**config.mk**
```make
export PLATFORM = sky130hd
export DESIGN_NAME = snitch_event_counter_bank
export DESIGN_NICKNAME = d
export VERILOG_FILES = /design/src/rtl/snitch_pkg.sv /design/src/rtl/snitch_event_counter.sv /design/src/rtl/snitch_event_counter_bank.sv
export SDC_FILE = /design/constraint.sdc
export NUM_CORES = 1
export LEC_CHECK = 0
export CAP_MARGIN = 20
export CORE_AREA = 5 5 232 234
export CTS_CLUSTER_SIZE = 24
export DETAILED_ROUTE_END_ITERATION = 6
export DIE_AREA = 0 0 237 239
export GPL_ROUTABILITY_DRIVEN = 0
export GPL_TIMING_DRIVEN = 0
export PLACE_DENSITY = 0.55
export REMOVE_ABC_BUFFERS = 1
export SETUP_SLACK_MARGIN = 0.05
export SLEW_MARGIN = 20
export SYNTH_ARGS = -nofsm -noshare
export SYNTH_HDL_FRONTEND = slang
export SYNTH_SLANG_ARGS = --single-unit
```
**constraint.sdc**
```tcl
create_clock -name clk_i -period 8.7 [get_ports clk_i]
set_clock_uncertainty 0.15 [all_clocks]
set_input_delay 0.87 -clock clk_i [delete_from_list [all_inputs] [get_ports clk_i]]
set_output_delay 0.87 -clock clk_i [all_outputs]
set_load 0.01 [all_outputs]
```
**src/rtl/snitch_pkg.sv**
```systemverilog
// Shared types for the cluster performance counter bank.
// Core event vector, counter config layout and address stride.
package snitch_pkg;

  typedef enum logic [2:0] {
    EvRetiredAcc     = 3'd0,
    EvRetiredInstr   = 3'd1,
    EvRetiredLoad    = 3'd2,
    EvRetiredI       = 3'd3,
    EvIssueFpuSeq    = 3'd4,
    EvIssueCoreToFpu = 3'd5,
    EvIssueFpu       = 3'd6,
    EvNone           = 3'd7
  } core_event_sel_e;

  // Bit 0 (last member) is retired_acc.
  typedef struct packed {
    logic issue_fpu;
    logic issue_core_to_fpu;
    logic issue_fpu_seq;
    logic retired_i;
    logic retired_load;
    logic retired_instr;
    logic retired_acc;
  } core_events_t;

  typedef struct packed {
    logic [7:0]      rsvd3;
    logic [7:0]      hart_sel;
    logic [4:0]      rsvd2;
    core_event_sel_e event_sel;
    logic [2:0]      rsvd1;
    logic            irq_en;
    logic            overflow;
    logic            saturate;
    logic            sum_mode;
    logic            enable;
  } perf_cfg_t;

  localparam int unsigned PerfCfgStride = 2;

  function automatic perf_cfg_t perf_cfg_clean(
    input perf_cfg_t c
  );
    perf_cfg_t r;
    r       = c;
    r.rsvd1 = '0;
    r.rsvd2 = '0;
    r.rsvd3 = '0;
    return r;
  endfunction

endpackage

```
**src/rtl/snitch_event_counter.sv**
```systemverilog
// One performance counter with its CFG register and update logic.
// Ports: clk_i/rst_i, events_i (registered), cfg_we_i/val_we_i, wdata_i, cfg_o, value_o.
module snitch_event_counter
  import snitch_pkg::*;
#(
  parameter int unsigned NumCores     = 8,
  parameter int unsigned CounterWidth = 32
) (
  input  logic                           clk_i,
  input  logic                           rst_i,
  input  core_events_t [NumCores-1:0]    events_i,
  input  logic                           cfg_we_i,
  input  logic                           val_we_i,
  input  logic [31:0]                    wdata_i,
  output perf_cfg_t                      cfg_o,
  output logic [CounterWidth-1:0]        value_o
);

  localparam int unsigned IncW = $clog2(NumCores + 1);

  perf_cfg_t               cfg_q, cfg_d;
  logic [CounterWidth-1:0] val_q, val_d;
  logic [NumCores-1:0]     sel_bits;
  logic [IncW-1:0]         inc;
  logic [CounterWidth:0]   sum;
  logic                    ovf;
  logic                    ovf_set;

  // Padding to 8 bits makes event_sel 7 select a constant 0.
  always_comb begin
    sel_bits = '0;
    for (int h = 0; h < NumCores; h++) begin
      logic [7:0] ev8;
      ev8 = {1'b0, events_i[h]};
      sel_bits[h] = ev8[cfg_q.event_sel];
    end
  end

  // Out-of-range hart_sel never matches, giving inc = 0.
  always_comb begin
    inc = '0;
    if (cfg_q.enable) begin
      for (int h = 0; h < NumCores; h++) begin
        if (cfg_q.sum_mode) begin
          inc = inc + IncW'(sel_bits[h]);
        end else if (cfg_q.hart_sel == 8'(h)) begin
          inc = IncW'(sel_bits[h]);
        end
      end
    end
  end

  assign sum     = {1'b0, val_q} + (CounterWidth + 1)'(inc);
  assign ovf     = sum[CounterWidth];
  assign ovf_set = ovf & ~val_we_i;

  always_comb begin
    val_d = sum[CounterWidth-1:0];
    if (val_we_i) begin
      val_d = wdata_i[CounterWidth-1:0];
    end else if (ovf && cfg_q.saturate) begin
      val_d = '1;
    end
  end

  // Hardware overflow set beats a same-cycle W1C clear.
  always_comb begin
    cfg_d = cfg_q;
    if (cfg_we_i) begin
      cfg_d          = perf_cfg_clean(perf_cfg_t'(wdata_i));
      cfg_d.overflow = cfg_q.overflow & ~wdata_i[3];
    end
    if (ovf_set) begin
      cfg_d.overflow = 1'b1;
    end
  end

  always_ff @(posedge clk_i) begin
    if (rst_i) begin
      cfg_q <= '0;
      val_q <= '0;
    end else begin
      cfg_q <= cfg_d;
      val_q <= val_d;
    end
  end

  assign cfg_o   = cfg_q;
  assign value_o = val_q;

endmodule

```
**src/rtl/snitch_event_counter_bank.sv**
```systemverilog
// Bank of configurable per-hart event counters with word-addressed config port.
// Ports: clk_i/rst_i, core_events_i, cfg_* request, rsp_* response, irq_o.
module snitch_event_counter_bank
  import snitch_pkg::*;
#(
  parameter int unsigned NumCores     = 8,
  parameter int unsigned NumCounters  = 4,
  parameter int unsigned CounterWidth = 32,
  parameter int unsigned AddrWidth    = 8
) (
  input  logic                        clk_i,
  input  logic                        rst_i,
  input  core_events_t [NumCores-1:0] core_events_i,
  input  logic                        cfg_valid_i,
  output logic                        cfg_ready_o,
  input  logic                        cfg_write_i,
  input  logic [AddrWidth-1:0]        cfg_addr_i,
  input  logic [31:0]                 cfg_wdata_i,
  output logic                        rsp_valid_o,
  output logic [31:0]                 rsp_rdata_o,
  output logic                        rsp_error_o,
  output logic                        irq_o
);

  core_events_t [NumCores-1:0] ev_q;
  perf_cfg_t                   cfg   [NumCounters];
  logic [CounterWidth-1:0]     val   [NumCounters];
  logic [NumCounters-1:0]      cfg_we;
  logic [NumCounters-1:0]      val_we;
  logic [NumCounters-1:0]      irq_src;
  logic                        wr;
  logic                        hit;
  logic [31:0]                 rdata_d;
  logic                        rsp_valid_q;
  logic [31:0]                 rsp_rdata_q;
  logic                        rsp_error_q;
  logic                        irq_q;

  assign cfg_ready_o = 1'b1;
  assign wr          = cfg_valid_i & cfg_write_i;

  for (genvar i = 0; i < NumCounters; i++) begin : g_cnt
    localparam int unsigned Base = PerfCfgStride * i;

    assign cfg_we[i]  = wr && (cfg_addr_i == AddrWidth'(Base));
    assign val_we[i]  = wr && (cfg_addr_i == AddrWidth'(Base + 1));
    assign irq_src[i] = cfg[i].overflow & cfg[i].irq_en;

    snitch_event_counter #(
      .NumCores     (NumCores),
      .CounterWidth (CounterWidth)
    ) i_cnt (
      .clk_i    (clk_i),
      .rst_i    (rst_i),
      .events_i (ev_q),
      .cfg_we_i (cfg_we[i]),
      .val_we_i (val_we[i]),
      .wdata_i  (cfg_wdata_i),
      .cfg_o    (cfg[i]),
      .value_o  (val[i])
    );
  end

  // Reads see register state from before any same-cycle update.
  always_comb begin
    rdata_d = '0;
    hit     = 1'b0;
    for (int i = 0; i < NumCounters; i++) begin
      if (cfg_addr_i == AddrWidth'(PerfCfgStride * i)) begin
        rdata_d = cfg[i];
        hit     = 1'b1;
      end
      if (cfg_addr_i == AddrWidth'(PerfCfgStride * i + 1)) begin
        rdata_d = 32'(val[i]);
        hit     = 1'b1;
      end
    end
    if (cfg_write_i || !hit) begin
      rdata_d = '0;
    end
  end

  always_ff @(posedge clk_i) begin
    if (rst_i) begin
      ev_q        <= '0;
      rsp_valid_q <= 1'b0;
      rsp_rdata_q <= '0;
      rsp_error_q <= 1'b0;
      irq_q       <= 1'b0;
    end else begin
      ev_q        <= core_events_i;
      rsp_valid_q <= cfg_valid_i;
      rsp_rdata_q <= cfg_valid_i ? rdata_d : '0;
      rsp_error_q <= cfg_valid_i & ~hit;
      irq_q       <= |irq_src;
    end
  end

  assign rsp_valid_o = rsp_valid_q;
  assign rsp_rdata_o = rsp_rdata_q;
  assign rsp_error_o = rsp_error_q;
  assign irq_o       = irq_q;

endmodule

```
# Word-level counts from Yosys, hierarchy flattened
# Cells that the tools add are included.
# totals
word_cells	401
reg_bits	283
inputBits	100
out_inout_bits	36
# classes
muxes	192
reduce_logical	25
bitwise	21
n_lt_le_gt_ge	4
n_eq_ne	35
add_sub_neg	32
# op_table
cell	n
two-way mux 32 bit	15
two-way mux 4 bit	96
== test 8 x 3 -> 1 bit (second input constant)	20
adder 32 x 4 -> 33 bit	4
adder 4 x 1 -> 4 bit	28
binary-select mux 1 bit (select 3 bit)	32
== test 8 x 2 -> 1 bit (second input constant)	10
two-way mux 1 bit	48
== test 8 x 1 -> 1 bit (second input constant)	5
zero test 8 bit	5
two-way mux 24 bit	1
less-than comparator 3 x 4 -> 1 bit (second input constant)	4
AND 1 bit	14
logical AND 1 bit	12
nonzero test 2 bit	4
inverter 1 bit	7
OR reduction 4 bit	1
OR reduction 3 bit	1
zero test 1 bit	1
logical OR 1 bit	1

# Logic depth before layout (Yosys ltp)
# Gate-level depths: netlist (run 1).
# depth
ltp_word	30
mapped_depth	39
mapped_depth_nobuf	37

# Hierarchy
# From an unflattened synthesis (run 1), not the netlist that was laid out.
# unflattened
cells_unflattened	2334
hier_area_um2	20672.3
# modules_own_cells
mod	area_per_inst_um2	seq_area_each_um2	n_inst	cells_per_inst
snitch_event_counter at g_cnt[0].i_cnt ...	4000.1	960.9	2	448
snitch_event_counter_bank	4803.4	1821.7	1	533
snitch_event_counter at g_cnt[1].i_cnt	4002.6	960.9	1	447
snitch_event_counter at g_cnt[3].i_cnt	3866.2	960.9	1	458

# Worst setup path before layout (run 1)
# No wires, ideal clock.
# synth_timing
path_type	reg-to-reg
from	register g_cnt[3].i_cnt.cfg_q (netlist bit g_cnt[3].i_cnt.cfg_o[20])
to	register g_cnt[3].i_cnt.val_q[10]
period_less_slack_ns	7.118
slack_ns	1.582
t_arrival_ns	6.834
t_required_ns	8.416
path_buffers	1
stages_incl_launch_ff	34
setup_ns	0.134
path_cell_list	dfxtp_1 or4_4 or3_4 or3_4 a21oi_1 ha_1 nand2_1 nand2_1 ha_1 nand2_1 o21ai_1 ha_1 nor2_1 a21oi_1 ha_1 a2bb2oi_4 ha_1 xor2_1 xnor2_1 and2_1 ha_1 and2_1 ha_1 and3_1 fa_1 a21o_1 a21oi_1 nor2_1 nand3_1 nor2_1 and3_1 a32oi_1 buf_2 a211oi_1
# synth_between
elab_chain_len	29
elab_cells_between_ends	43
classes_between	add/sub: 8; eq/ne: 7; mux: 26; reduce/logical: 2
# synth_rtl
item	line_no	text
start: declaration	snitch_event_counter.sv:21	perf_cfg_t cfg_q, cfg_d;
start signal: assignment	snitch_event_counter.sv:83	cfg_q <= cfg_d;
zero test 8 bit	snitch_event_counter.sv:46	end else if (cfg_q.hart_sel == 8'(h)) begin
two-way mux 1 bit	snitch_event_counter.sv:46	
two-way mux 4 bit	snitch_event_counter.sv:44	if (cfg_q.sum_mode) begin
two-way mux 4 bit	snitch_event_counter.sv:42	if (cfg_q.enable) begin
adder 4 x 1 -> 4 bit or two-way mux 4 bit (tied branches)	snitch_event_counter.sv:45, snitch_event_counter.sv:46	
two-way mux 4 bit	snitch_event_counter.sv:44	
two-way mux 4 bit	snitch_event_counter.sv:42	
adder 4 x 1 -> 4 bit or two-way mux 4 bit (tied branches)	snitch_event_counter.sv:45, snitch_event_counter.sv:46	
(+13 left out)	-	
two-way mux 4 bit	snitch_event_counter.sv:42	
adder 4 x 1 -> 4 bit or two-way mux 4 bit (tied branches)	snitch_event_counter.sv:45, snitch_event_counter.sv:46	
two-way mux 4 bit *	snitch_event_counter.sv:44	
two-way mux 4 bit *	snitch_event_counter.sv:42	
adder 32 x 4 -> 33 bit *	snitch_event_counter.sv:53	assign sum = {1'b0, val_q} + (CounterWidth + 1)'(inc);
logical AND 1 bit	snitch_event_counter.sv:61	end else if (ovf && cfg_q.saturate) begin
two-way mux 32 bit *	snitch_event_counter.sv:61	
two-way mux 32 bit *	snitch_event_counter.sv:59	if (val_we_i) begin
end signal: assignment	snitch_event_counter.sv:84	val_q <= val_d;
end: declaration	snitch_event_counter.sv:22	logic [CounterWidth-1:0] val_q, val_d;
# Every way passes the cells marked *; elsewhere a longest branch is shown, timed or not. The select of a mux whose other input is x is not followed.
# A chain may end at the register's enable or synchronous reset.

# Worst setup path after layout (run 1)
# layout_timing
from	register g_cnt[2].i_cnt.cfg_q (netlist bit g_cnt[2].i_cnt.cfg_o[8])
to	register g_cnt[2].i_cnt.val_q[8]
# layout_between
elab_chain_len	30
elab_cells_between_ends	51
classes_between	add/sub: 8; mux: 42; reduce/logical: 1
# layout_rtl
item	line_no	text
start: declaration	snitch_event_counter.sv:21	
start signal: assignment	snitch_event_counter.sv:83	
binary-select mux 1 bit (select 3 bit)	snitch_event_counter.sv:35	sel_bits[h] = ev8[cfg_q.event_sel];
two-way mux 1 bit (not written as such)	snitch_event_counter.sv:35	
two-way mux 1 bit	snitch_event_counter.sv:46	
two-way mux 4 bit	snitch_event_counter.sv:44	
two-way mux 4 bit	snitch_event_counter.sv:42	
adder 4 x 1 -> 4 bit or two-way mux 4 bit (tied branches)	snitch_event_counter.sv:45, snitch_event_counter.sv:46	
two-way mux 4 bit	snitch_event_counter.sv:44	
two-way mux 4 bit	snitch_event_counter.sv:42	
(+14 left out)	-	
two-way mux 4 bit	snitch_event_counter.sv:42	
adder 4 x 1 -> 4 bit or two-way mux 4 bit (tied branches)	snitch_event_counter.sv:45, snitch_event_counter.sv:46	
two-way mux 4 bit *	snitch_event_counter.sv:44	
two-way mux 4 bit *	snitch_event_counter.sv:42	
adder 32 x 4 -> 33 bit *	snitch_event_counter.sv:53	
logical AND 1 bit	snitch_event_counter.sv:61	
two-way mux 32 bit *	snitch_event_counter.sv:61	
two-way mux 32 bit *	snitch_event_counter.sv:59	
end signal: assignment	snitch_event_counter.sv:84	
end: declaration	snitch_event_counter.sv:22	
# Marks and branches as above.

==> reports/results.ini, run 1 <==
[routing]
vias=15900
wirelength_mm=59.4
postRouteAntennaNets=0
wire_per_inst_um=20.8
first_pass_iters=7
drc=0
routed_via_density=5.58
drt-initial-drc-count=1426

[worst_hold_path]
holdPathEnd=g_cnt[1].i_cnt.cfg_o[20]$_SDFFE_PP0P_
hold-path-cell-count=2
min_from=g_cnt[1].i_cnt.cfg_o[20]$_SDFFE_PP0P_
worst_hold_path_type=reg2reg

[pwr]
vdd_drop_max_uv=97.2
powerDensity_nw_per_um2=145
leakage_nw=7.41

[setup_path]
required_ns=8.98
reg2reg_to=g_cnt[2].i_cnt.value_o[8]$_SDFF_PP0_
cp_max_fo=19
cpPeakStageDelay_ns=0.76
cp.arrival_ns=8.52
cp-start-kind=flop
r2r_start=g_cnt[2].i_cnt.cfg_o[8]$_SDFFE_PP0P_
r2r_slack_ns=0.46
endpoint_kind=flop
worstSetupPathType=reg2reg
reg2reg_depth=33
crit_top_cell=ha_1
cp_slowest_cell=dfxtp_2

[final_layout]
drive_gt1_frac=0.104
layout.cells.non_filler=2853
multi_input_area_um2=11400
layout.nets=2313
post-route-util=0.406
area_delta_synth_final_pct=18.1
antenna-diode-count=0
ff_latch_area_um2=5680
fill_cells=5148

[timing]
hold_violations=0
tns_ns=0
relSlewSlack=0.282
setup_viol=0
finalCritPeriodShare=0.947
grt_setup_unrepaired=false
max_freq_mhz=121
finalMaxSlewViolations=0
finalWorstPathRequiredPeriod_ns=8.24
tightestPinTransition_ns=1.05

[floorplan]
core-area_um2=51800
ios=136
fp.dieH_um=239
die_area_um2=56600
die_x_um=237
start_util=0.344
rows=84

[synthesis]
synth_edf_count=0
synth_warnings=0
synth_seq_area_share=0.318
dominantRegCellSynth=dfxtp_1
yosysTopAreaCell=dfxtp_1
synth_area_leaders=dfxtp_1 32%, nor2_1 5.6%, a211oi_1 5.1%
yosys.cell_types.count=90
synth_top_cell_area_share=0.318
synthArstFlopShare=0
avgSynthCellArea_um2=8.48
syn_area_um2=17800
synth-seq-cells=283
syn_inst=2102

[clock_network]
cts_buffers=34
clockRootBuffer=clkbuf_16
clkTransAtPathRegs_ns=0.06
clock_path_buffers=3
cts.sinks=283
clkLatencyLatePin_ns=0.57
cts_max_level=2
cts_tree=yes

[grt]
grt.overflow.total=0
track_usage=0.201
grt_pass1_vias=15300
antenna_found_initial=0
grt_max_degree=73
grt_pass1_wl_mm=90.5

[outcome]
outcome=complete, no violations

[placement]
place_hpwl_mm=42.7
dp.cells=2786
io_buffer_count=134

[run]
maxCapViolations=0

power by group:
group	switching [mW]	total [mW]	internal (mW)
combinational	0.116	0.216	0.0999
clock	0.613	1.51	0.895
sequential	0.0172	1.33	1.31
worst max path at each step:
stage,start,end,slack (ns),cells after the start
after global routing,g_cnt[1].i_cnt.cfg_o[9]$_SDFFE_PP0P_,g_cnt[1].i_cnt.value_o[4]$_SDFF_PP0_,0.06,28
final,g_cnt[2].i_cnt.cfg_o[8]$_SDFFE_PP0P_,g_cnt[2].i_cnt.value_o[8]$_SDFF_PP0_,0.46,33
after floorplan,g_cnt[0].i_cnt.cfg_o[9]$_SDFFE_PP0P_,g_cnt[0].i_cnt.value_o[0]$_SDFF_PP0_,0.40,36
after global placement,g_cnt[3].i_cnt.cfg_o[9]$_SDFFE_PP0P_,g_cnt[3].i_cnt.value_o[1]$_SDFF_PP0_,-3.10,32
after CTS,g_cnt[3].i_cnt.cfg_o[8]$_SDFFE_PP0P_,g_cnt[3].i_cnt.value_o[7]$_SDFF_PP0_,0.05,37
after detailed placement,g_cnt[3].i_cnt.cfg_o[8]$_SDFFE_PP0P_,g_cnt[3].i_cnt.value_o[6]$_SDFF_PP0_,-0.71,29
synth_stat cells (26+ instances only):
cell and number:
xnor2_1 68, a21oi_1 133, nor2_1 268, a211oi_2 30
nor3_1 26, clkbuf_1 94, ha_1 68, xor2_1 76
buf_2 29, dfxtp_1 283, nor2b_1 83, mux4_2 32
and3_1 28, nand2_1 223, nand3_1 61, mux2i_1 81
inv_1 47, a211oi_1 121, nand4_1 28
kinds of logic (layout without fill, tap and decap cells):
family	after synthesis	after routing	synth area share
DFF	283	283	0.318
AOI/OAI and AO/OA	448	448	0.183
muxes	142	142	0.104
buffers and inverters	200	263	0.0496
other	1	1	0.000210
xor gates and xnor gates	147	147	0.0747
and+or+nand+nor	805	805	0.216
adders and majority gates	76	76	0.0546
layout by cell type, fill, tap and decap left out, types with 26 or more instances in the layout:
cell type and count:
mux2i_1 81, a211oi_1 121, nand2_1 222, nor2_1 265
clkdlybuf4s50_1 131, clkbuf_16 34, inv_1 47, and3_1 26
a21oi_1 131, nor2b_1 81, nand4_1 28, xor2_1 76
nand3_1 58, mux4_2 32, xnor2_1 68, dfxtp_1 275
ha_1 68, a211oi_2 30
what timing repair did:
action	in CTS	in global routing
hold buffers	0	0
setup buffers	4	2
pin swaps	1	2
endpoints found under the setup margin	79	126
gates cloned	0	0
gates resized for setup	5	18
flip-flops by register name, summed over array words and instances (netlist names):
register and flops:
rsp_valid_o 1, irq_o 1, g_cnt.i_cnt.cfg_o 64, ev_q 56, g_cnt.i_cnt.value_o 128, rsp_error_o 1, rsp_rdata_o 32
per-stage QoR:
step	instance area [um2]	hold slack, ns	power, mW	setup WS [ns]
after floorplan	17100	0.281	1.44	0.395
after global placement	19300	0.305	1.57	-3.10
final	21000	0.321	3.05	0.459
after global routing	21000	0.338	3.16	0.0563
after detailed placement	19700	0.311	1.57	-0.706
after CTS	20900	0.320	3.09	0.0517
worst max-delay path: cells and delay by family (launching register included):
| family | cells | cell delay (ns) |
|---|---|---|
| compound gates | 5 | 1.00 |
| fa+ha+maj | 9 | 2.58 |
| flops | 1 | 0.76 |
| mux | 3 | 1.11 |
| simple gates | 14 | 2.12 |
| buf+inv | 2 | 0.38 |
layer usage:
metal	share of wire	up-vias	global-route usage	wire length, um
met5	0	-	0	0
met4	0.039	0	0.0836	2300
met3	0.058	121	0.0291	3470
met2	0.46	523	0.324	27100
met1	0.45	7702	0.273	26500
li1	-	7579	-	-
cell type report:
class | instances | share of cell area
tap | 688 | 0.0409
sequential | 283 | 0.270
timing repair buffer | 155 | 0.0833
clock inverter | 14 | 0.0105
clock buffer | 46 | 0.0449
inverter | 48 | 0.00856
multi-input combinational | 1619 | 0.542
Power figures use the tool's default switching activity.
==> run 2: changes to the inputs <==
--- a/config.mk
+++ b/config.mk
@@ -12,6 +12,7 @@
 export DIE_AREA = 0 0 237 239
 export GPL_ROUTABILITY_DRIVEN = 0
 export GPL_TIMING_DRIVEN = 0
+export HOLD_SLACK_MARGIN = 0.02
 export PLACE_DENSITY = 0.55
 export REMOVE_ABC_BUFFERS = 1
 export SETUP_SLACK_MARGIN = 0.05
==> results of run 2 <==
Same layout as run 1: the final DEF is identical, and so are final timing and power.
